<file path="config.mk">
export PLATFORM = sky130hd
export DESIGN_NAME = tx_mrd_arb
export DESIGN_NICKNAME = d
export VERILOG_FILES = /design/src/rtl/tx_mrd_arb.sv
export SDC_FILE = /design/constraint.sdc
export NUM_CORES = 1
export LEC_CHECK = 0
export ABC_AREA = 1
export BUFFER_PORTS_ARGS = -buffer_cell sky130_fd_sc_hd__buf_2
export CAP_MARGIN = 20
export CELL_PAD_IN_SITES_DETAIL_PLACEMENT = 1
export CELL_PAD_IN_SITES_GLOBAL_PLACEMENT = 1
export CORE_MARGIN = 2
export CORE_UTILIZATION = 32
export DETAILED_ROUTE_END_ITERATION = 10
export PLACE_DENSITY = 0.76
export SKIP_LAST_GASP = 1
export SLEW_MARGIN = 5
export SYNTH_ARGS = -nofsm -noshare
export SYNTH_HDL_FRONTEND = slang
export SYNTH_SLANG_ARGS = --single-unit
</file>
<file path="constraint.sdc">
create_clock -name trn_clk -period 1.8 [get_ports trn_clk]
set_input_delay 0.36 -clock trn_clk [delete_from_list [all_inputs] [get_ports trn_clk]]
set_output_delay 0.36 -clock trn_clk [all_outputs]
set_load 0.02 [all_outputs]
</file>
<file path="src/rtl/tx_mrd_arb.sv">
// Purpose : arbitrates primary DMA read chunks against retry re-issues and emits one 2-beat PCIe MRd TLP per grant on TRN TX.
// Latency : request sampled in IDLE at edge N -> ack in cycle N+1, BEAT0 from N+2, BEAT1 one cycle after BEAT0 accepted.
// Backpres: trn_tdst_rdy_n high holds every TRN output; trn_tdst_dsc_n low aborts the TLP and pulses tlp_dropped.
//
// Ports:
//   trn_clk, reset_n                     clock, async active-low reset
//   cfg_completer_id                     requester ID placed in header DW1
//   huge_page_addr_read_from/read_chunk/tlp_tag/qwords_to_rd -> read_chunk_ack           primary requester
//   retry_huge_page_addr_read_from/retry_read_chunk/retry_tlp_tag/retry_dwords_to_rd -> retry_read_chunk_ack
//   trn_td/trn_trem_n/trn_tsof_n/trn_teof_n/trn_tsrc_rdy_n, trn_tdst_rdy_n/trn_tdst_dsc_n  TRN transmit
//   tlp_dropped                          one-cycle pulse when a TLP is discontinued
module tx_mrd_arb (
    input  logic        trn_clk,
    input  logic        reset_n,
    input  logic [15:0] cfg_completer_id,
    input  logic [63:0] huge_page_addr_read_from,
    input  logic        read_chunk,
    input  logic [3:0]  tlp_tag,
    input  logic [8:0]  qwords_to_rd,
    output logic        read_chunk_ack,
    input  logic [63:0] retry_huge_page_addr_read_from,
    input  logic        retry_read_chunk,
    input  logic [3:0]  retry_tlp_tag,
    input  logic [9:0]  retry_dwords_to_rd,
    output logic        retry_read_chunk_ack,
    output logic [63:0] trn_td,
    output logic [7:0]  trn_trem_n,
    output logic        trn_tsof_n,
    output logic        trn_teof_n,
    output logic        trn_tsrc_rdy_n,
    input  logic        trn_tdst_rdy_n,
    input  logic        trn_tdst_dsc_n,
    output logic        tlp_dropped
);

    typedef enum logic [1:0] {
        S_IDLE  = 2'd0,
        S_ACK   = 2'd1,
        S_BEAT0 = 2'd2,
        S_BEAT1 = 2'd3
    } state_t;

    state_t      state_q, state_d;
    logic [1:0]  retry_streak_q, retry_streak_d;
    logic [63:0] addr_q, addr_d;
    logic [3:0]  tag_q, tag_d;
    logic [9:0]  dw_len_q, dw_len_d;

    logic        read_chunk_ack_q, read_chunk_ack_d;
    logic        retry_ack_q, retry_ack_d;
    logic        tlp_dropped_q, tlp_dropped_d;
    logic [63:0] td_q, td_d;
    logic [7:0]  trem_n_q, trem_n_d;
    logic        tsof_n_q, tsof_n_d;
    logic        teof_n_q, teof_n_d;
    logic        tsrc_rdy_n_q, tsrc_rdy_n_d;

    // Header fields derived from the latched request.
    logic        is_4dw;
    logic [31:0] hdr_dw0;
    logic [31:0] hdr_dw1;
    logic [3:0]  last_be;
    logic [31:0] addr_lo;
    logic [63:0] beat1_dat;
    logic        retry_wins;

    assign is_4dw  = (addr_q[63:32] != 32'h0);
    // Host addresses are DW aligned; the two low bits never reach the header.
    assign addr_lo = addr_q[31:0] & 32'hFFFF_FFFC;
    // A single-DW read must carry lastBE = 0; a length of 0 means 1024 DW.
    assign last_be = (dw_len_q == 10'd1) ? 4'h0 : 4'hF;

    // DW0: R, fmt, type, R, TC, R, TD, EP, attr, R, length
    assign hdr_dw0 = {1'b0, (is_4dw ? 2'b01 : 2'b00), 5'b00000,
                      1'b0, 3'b000, 4'b0000,
                      1'b0, 1'b0, 2'b00, 2'b00, dw_len_q};
    assign hdr_dw1 = {cfg_completer_id, 4'b0000, tag_q, last_be, 4'hF};

    assign beat1_dat = is_4dw ? {addr_q[63:32], addr_lo} : {addr_lo, 32'h0};

    // Retry normally wins; after three back-to-back retry grants a pending
    // primary request gets one turn so DMA reads cannot be starved.
    assign retry_wins = retry_read_chunk && !((retry_streak_q == 2'd3) && read_chunk);

    always_comb begin
        state_d          = state_q;
        retry_streak_d   = retry_streak_q;
        addr_d           = addr_q;
        tag_d            = tag_q;
        dw_len_d         = dw_len_q;
        read_chunk_ack_d = 1'b0;
        retry_ack_d      = 1'b0;
        tlp_dropped_d    = 1'b0;
        td_d             = td_q;
        trem_n_d         = trem_n_q;
        tsof_n_d         = tsof_n_q;
        teof_n_d         = teof_n_q;
        tsrc_rdy_n_d     = tsrc_rdy_n_q;

        case (state_q)
            S_IDLE: begin
                if (retry_wins) begin
                    addr_d         = retry_huge_page_addr_read_from;
                    tag_d          = retry_tlp_tag;
                    dw_len_d       = retry_dwords_to_rd;
                    retry_streak_d = (retry_streak_q == 2'd3) ? 2'd3 : retry_streak_q + 2'd1;
                    retry_ack_d    = 1'b1;
                    state_d        = S_ACK;
                end else if (read_chunk) begin
                    addr_d           = huge_page_addr_read_from;
                    tag_d            = tlp_tag;
                    dw_len_d         = {qwords_to_rd, 1'b0};
                    retry_streak_d   = 2'd0;
                    read_chunk_ack_d = 1'b1;
                    state_d          = S_ACK;
                end
            end

            // The ack flop is already high in this state; load the header beat.
            S_ACK: begin
                td_d         = {hdr_dw0, hdr_dw1};
                trem_n_d     = 8'h00;
                tsof_n_d     = 1'b0;
                teof_n_d     = 1'b1;
                tsrc_rdy_n_d = 1'b0;
                state_d      = S_BEAT0;
            end

            S_BEAT0: begin
                if (!trn_tdst_dsc_n) begin
                    tlp_dropped_d = 1'b1;
                    td_d          = 64'h0;
                    trem_n_d      = 8'hFF;
                    tsof_n_d      = 1'b1;
                    teof_n_d      = 1'b1;
                    tsrc_rdy_n_d  = 1'b1;
                    state_d       = S_IDLE;
                end else if (!trn_tdst_rdy_n) begin
                    td_d     = beat1_dat;
                    trem_n_d = is_4dw ? 8'h00 : 8'h0F;
                    tsof_n_d = 1'b1;
                    teof_n_d = 1'b0;
                    state_d  = S_BEAT1;
                end
            end

            S_BEAT1: begin
                if (!trn_tdst_dsc_n || !trn_tdst_rdy_n) begin
                    tlp_dropped_d = !trn_tdst_dsc_n;
                    td_d          = 64'h0;
                    trem_n_d      = 8'hFF;
                    tsof_n_d      = 1'b1;
                    teof_n_d      = 1'b1;
                    tsrc_rdy_n_d  = 1'b1;
                    state_d       = S_IDLE;
                end
            end

            default: state_d = S_IDLE;
        endcase
    end

    always_ff @(posedge trn_clk or negedge reset_n) begin
        if (!reset_n) begin
            state_q          <= S_IDLE;
            retry_streak_q   <= 2'd0;
            addr_q           <= 64'h0;
            tag_q            <= 4'h0;
            dw_len_q         <= 10'h0;
            read_chunk_ack_q <= 1'b0;
            retry_ack_q      <= 1'b0;
            tlp_dropped_q    <= 1'b0;
            td_q             <= 64'h0;
            trem_n_q         <= 8'hFF;
            tsof_n_q         <= 1'b1;
            teof_n_q         <= 1'b1;
            tsrc_rdy_n_q     <= 1'b1;
        end else begin
            state_q          <= state_d;
            retry_streak_q   <= retry_streak_d;
            addr_q           <= addr_d;
            tag_q            <= tag_d;
            dw_len_q         <= dw_len_d;
            read_chunk_ack_q <= read_chunk_ack_d;
            retry_ack_q      <= retry_ack_d;
            tlp_dropped_q    <= tlp_dropped_d;
            td_q             <= td_d;
            trem_n_q         <= trem_n_d;
            tsof_n_q         <= tsof_n_d;
            teof_n_q         <= teof_n_d;
            tsrc_rdy_n_q     <= tsrc_rdy_n_d;
        end
    end

    assign read_chunk_ack       = read_chunk_ack_q;
    assign retry_read_chunk_ack = retry_ack_q;
    assign tlp_dropped          = tlp_dropped_q;
    assign trn_td               = td_q;
    assign trn_trem_n           = trem_n_q;
    assign trn_tsof_n           = tsof_n_q;
    assign trn_teof_n           = teof_n_q;
    assign trn_tsrc_rdy_n       = tsrc_rdy_n_q;

endmodule

</file>
==> key figures <==
Status
  • Outcome: completed

Global route
  • Vias in the first global route: about 7400
  • Total GRT Usage: 0.225
  • Global-route wire length before repair: ~42 mm
  • Initial antenna violation count: 1
  • Pin count of the biggest net entering global routing: 76
  • GRT overflow: 0

Yosys
  • Synth Instances: between 800 and 900
  • Syn Nets: 1056
  • Top cells by area, synth: dfrtp_1 (50%), nand2_1 (8.6%), nor2_1 (8.0%)
  • Synth Cell Area: between 7000 and 8000 um^2
  • Synth top area share: 0.502
  • Seq/Total Area, Yosys: 0.520
  • Yosys top cell by area: dfrtp_1
  • YS warnings: 0
  • Distinct cell type count after synthesis: 28
  • Synth Flop Type: dfrtp_1
  • EDFF count, synth: 0
  • Syn Area/Cell: a little over 8 um^2
  • Yosys reg bits: roughly 150
  • Async set or reset register ratio after synthesis: 1.00

Drt
  • Initial DRC count: about 440
  • Vias per inst: approximately 5.1
  • WL/cell: around 19 um
  • ANT nets after route: 0
  • DR DRC count: 0
  • WL final: 26.8 mm
  • Total number of vias: 7282
  • DR pass1 iterations: 5

Critical path
  • CP most frequent cell: nand2_1
  • Worst Setup Start Kind: register
  • Crit path required time: 2.10 ns
  • Worst EP arrival: approximately 2.0 ns
  • Critical path type: reg -> reg
  • Critical path peak fanout: 19
  • Cell count of the worst reg-to-reg path: 10
  • Crit. End Element: register
  • Crit-path cells: nor2_1 > nand2_1 > nor2_2 > nand2_4 > nor2_8 > buf_4 > nor2_4 > buf_12 > nand2_1 > a21oi_1
  • Crit-path max cell delay: roughly 0.44 ns
  • Slowest CP cell: dfrtp_1

Clock tree
  • CTS Sinks: around 150
  • Clock buffer count from CTS: 17
  • Clock latency on the worst-skew pair: approximately 0.43 ns
  • CTS H-Tree Depth: 4
  • Clock Root Buffer: clkbuf_16
  • CTS Buffer Depth: 2
  • CTS tree: done
  • Clock Pin Slew Worst Setup and Hold Paths: ~0.070 ns

Job
  • Max-cap violations: 0

Die
  • Total die area: 24000 um^2
  • Initial Util: 0.324
  • Core ar.: 22500 um^2
  • Chip height: 155 um
  • Die Wd: between 150 and 200 um
  • # IOs: roughly 260
  • # rows: 55

STA
  • Minimum clock period after layout: around 1.7 ns
  • Worst-Margin Slew: about 0.55 ns
  • Final setup fails: 0
  • Final Skew: a little over 0.01 ns
  • Relative slew slack: 0.636
  • Final hold slack: 0.181 ns
  • Fin. Hold Viols: 0
  • Fmax: ~0.59 GHz
  • Period utilization: 0.945
  • Slew Viols, Final: 0

Placed design
  • IO Port Bufs: 250
  • Routability Congestion: roughly 0.80
  • Detail Placement HPWL: 19.6 mm

Power and ir drop
  • PD cells: roughly 1900 nW/um^2
  • Total power: approximately 18 mW
  • Pleak: between 4 and 5 nW
  • Peak VDD IR: between 0.6 and 0.7 mV

Worst hold path
  • Hold Path Class: in -> reg
  • WHS Path Cells: 3

Final layout
  • Final nets: between 1000 and 1500
  • Proportion of layout cells with a drive suffix above 1: 0.317
  • Fillers: ~2700
  • Area Overhead vs Synth: 32.4%
-- layout make-up --
cell class | instances | area [um^2] | area share
Timing Repair Buffer | 297 | 1760 | 0.183
Clock inverter | 14 | 195 | 0.0202
Sequential cell | 151 | 3780 | 0.393
Inverter | 22 | 85.1 | 0.00882
Antenna cell | 2 | 5.00 | 0.000519
Multi-Input combinational cell | 637 | 3010 | 0.312
Tap cell | 285 | 357 | 0.0370
Clock buffer | 18 | 439 | 0.0455
-- metal layers --
| layer | share of wire | global-route usage | vias up |
|---|---|---|---|
| met5 | 0 | 0 | - |
| met4 | 0.023 | 0.0732 | 0 |
| met3 | 0.053 | 0.0418 | 41 |
| met2 | 0.45 | 0.356 | 222 |
| met1 | 0.47 | 0.313 | 3555 |
| li1 | - | - | 3464 |
-- worst max-delay path, delay by kind of cell, from the launching register on --
| kind | cells | cell delay (ns) |
|---|---|---|
| simple gates | 7 | 0.77 |
| flops | 1 | 0.44 |
| buf+inv | 2 | 0.30 |
| compound gates | 1 | 0.07 |
-- registers in the layout, indices dropped and copies added (netlist names) --
| signal | flops |
|---|---|
| tag_q | 4 |
| state_q | 2 |
| trn_trem_n | 2 |
| retry_streak_q | 2 |
| trn_td | 63 |
| trn_tsof_n | 1 |
| dw_len_q | 10 |
| trn_teof_n | 1 |
| read_chunk_ack | 1 |
| retry_read_chunk_ack | 1 |
| tlp_dropped | 1 |
| trn_tsrc_rdy_n | 1 |
| addr_q | 62 |
-- report_power, final --
| part | switching (mW) | internal (mW) |
|---|---|---|
| clock | 1.51 | 2.37 |
| sequential | 1.40 | 5.10 |
| combinational | 4.75 | 2.72 |
-- per-stage QoR --
stage | instance area (um^2) | cells | utilization | setup TNS [ns] | setup WS (ns)
CTS | 9570 | 1416 | 0.425 | 0 | 0.00701
global route | 9640 | 1424 | 0.428 | -0.00728 | -0.00728
global placement | 8930 | 1383 | 0.397 | 0 | 0.0468
finish | 9640 | 1426 | 0.428 | 0 | 0.0992
floorplan | 7280 | 879 | - | 0 | 0.373
detailed placement | 8930 | 1383 | 0.397 | 0 | 0.0121
-- logic make-up (layout without fill, tap and decap cells) --
group / Yosys count / count (layout) / synth area share
and+or+nand+nor: 438 / 439 / 0.257
AOI/OAI and AO/OA: 198 / 198 / 0.153
DFF: 151 / 151 / 0.520
buffers and inverters: 92 / 351 / 0.0703
other: 0 / 2 / 0
-- cell usage in the layout, fill, tap and decap left out --
cell,Yosys,routed
buf_2,26,249
nand2_1,166,166
nor2_1,155,154
dfrtp_1,146,146
nand3_1,96,95
a31oi_1,76,76
a21oi_1,42,42
o21ai_0,39,39
buf_4,7,34
o21ai_1,31,31
clkbuf_16,0,17
inv_1,16,16
buf_12,0,12
nor2_2,7,8
o21bai_1,8,8
nor2_4,6,7
inv_2,5,5
dfstp_2,5,5
clkinvlp_4,0,4
bufinv_16,0,4
inv_6,0,3
diode_2,0,2
nand2_2,2,2
nand2_4,2,2
clkinv_2,0,2
nand3_4,0,1
a22o_1,1,1
nor2_8,1,1
inv_4,1,1
or2_0,1,1
nor3_1,1,1
nand4_1,1,1
o211ai_2,1,1
clkbuf_8,0,1
clkinv_4,0,1
dlygate4sd3_1,0,1
buf_6,14,1
-- Yosys cell counts, drive strengths merged (5+ instances only) --
cell and number:
a31oi 76, nand3 96, inv 22, o21bai 8, clkbuf 22, a21oi 42, o21ai 70, buf 48
nor2 169, nand2 170, dfstp 5, dfrtp 146
-- what timing repair did --
| action | CTS | global route |
|---|---|---|
| endpoints found under the setup margin | 2 | 31 |
| resized for setup | 0 | 1 |
| hold buffers | 1 | 0 |
| endpoints found under the hold margin | 40 | 0 |
| pin swaps | 1 | 3 |
| gates cloned | 0 | 1 |
| setup buffers | 0 | 7 |
-- worst paths after layout --
kind,slack [ns],end,startpoint
setup / recovery,0.1,trn_td[3]$_DFFE_PN0P_,addr_q[63]$_DFFE_PN0P_
hold / removal,0.18,dw_len_q[6]$_DFFE_PN0P_,qwords_to_rd[5]
setup reg to reg,0.1,trn_td[3]$_DFFE_PN0P_,addr_q[63]$_DFFE_PN0P_
hold reg to reg,0.47,trn_tsrc_rdy_n$_DFFE_PN1P_,trn_tsrc_rdy_n$_DFFE_PN1P_
max in group asynchronous,0.74,trn_td[19]$_DFFE_PN0P_,reset_n
min in group asynchronous,0.46,tag_q[2]$_DFFE_PN0P_,reset_n
(Power assumes the default switching activity.)
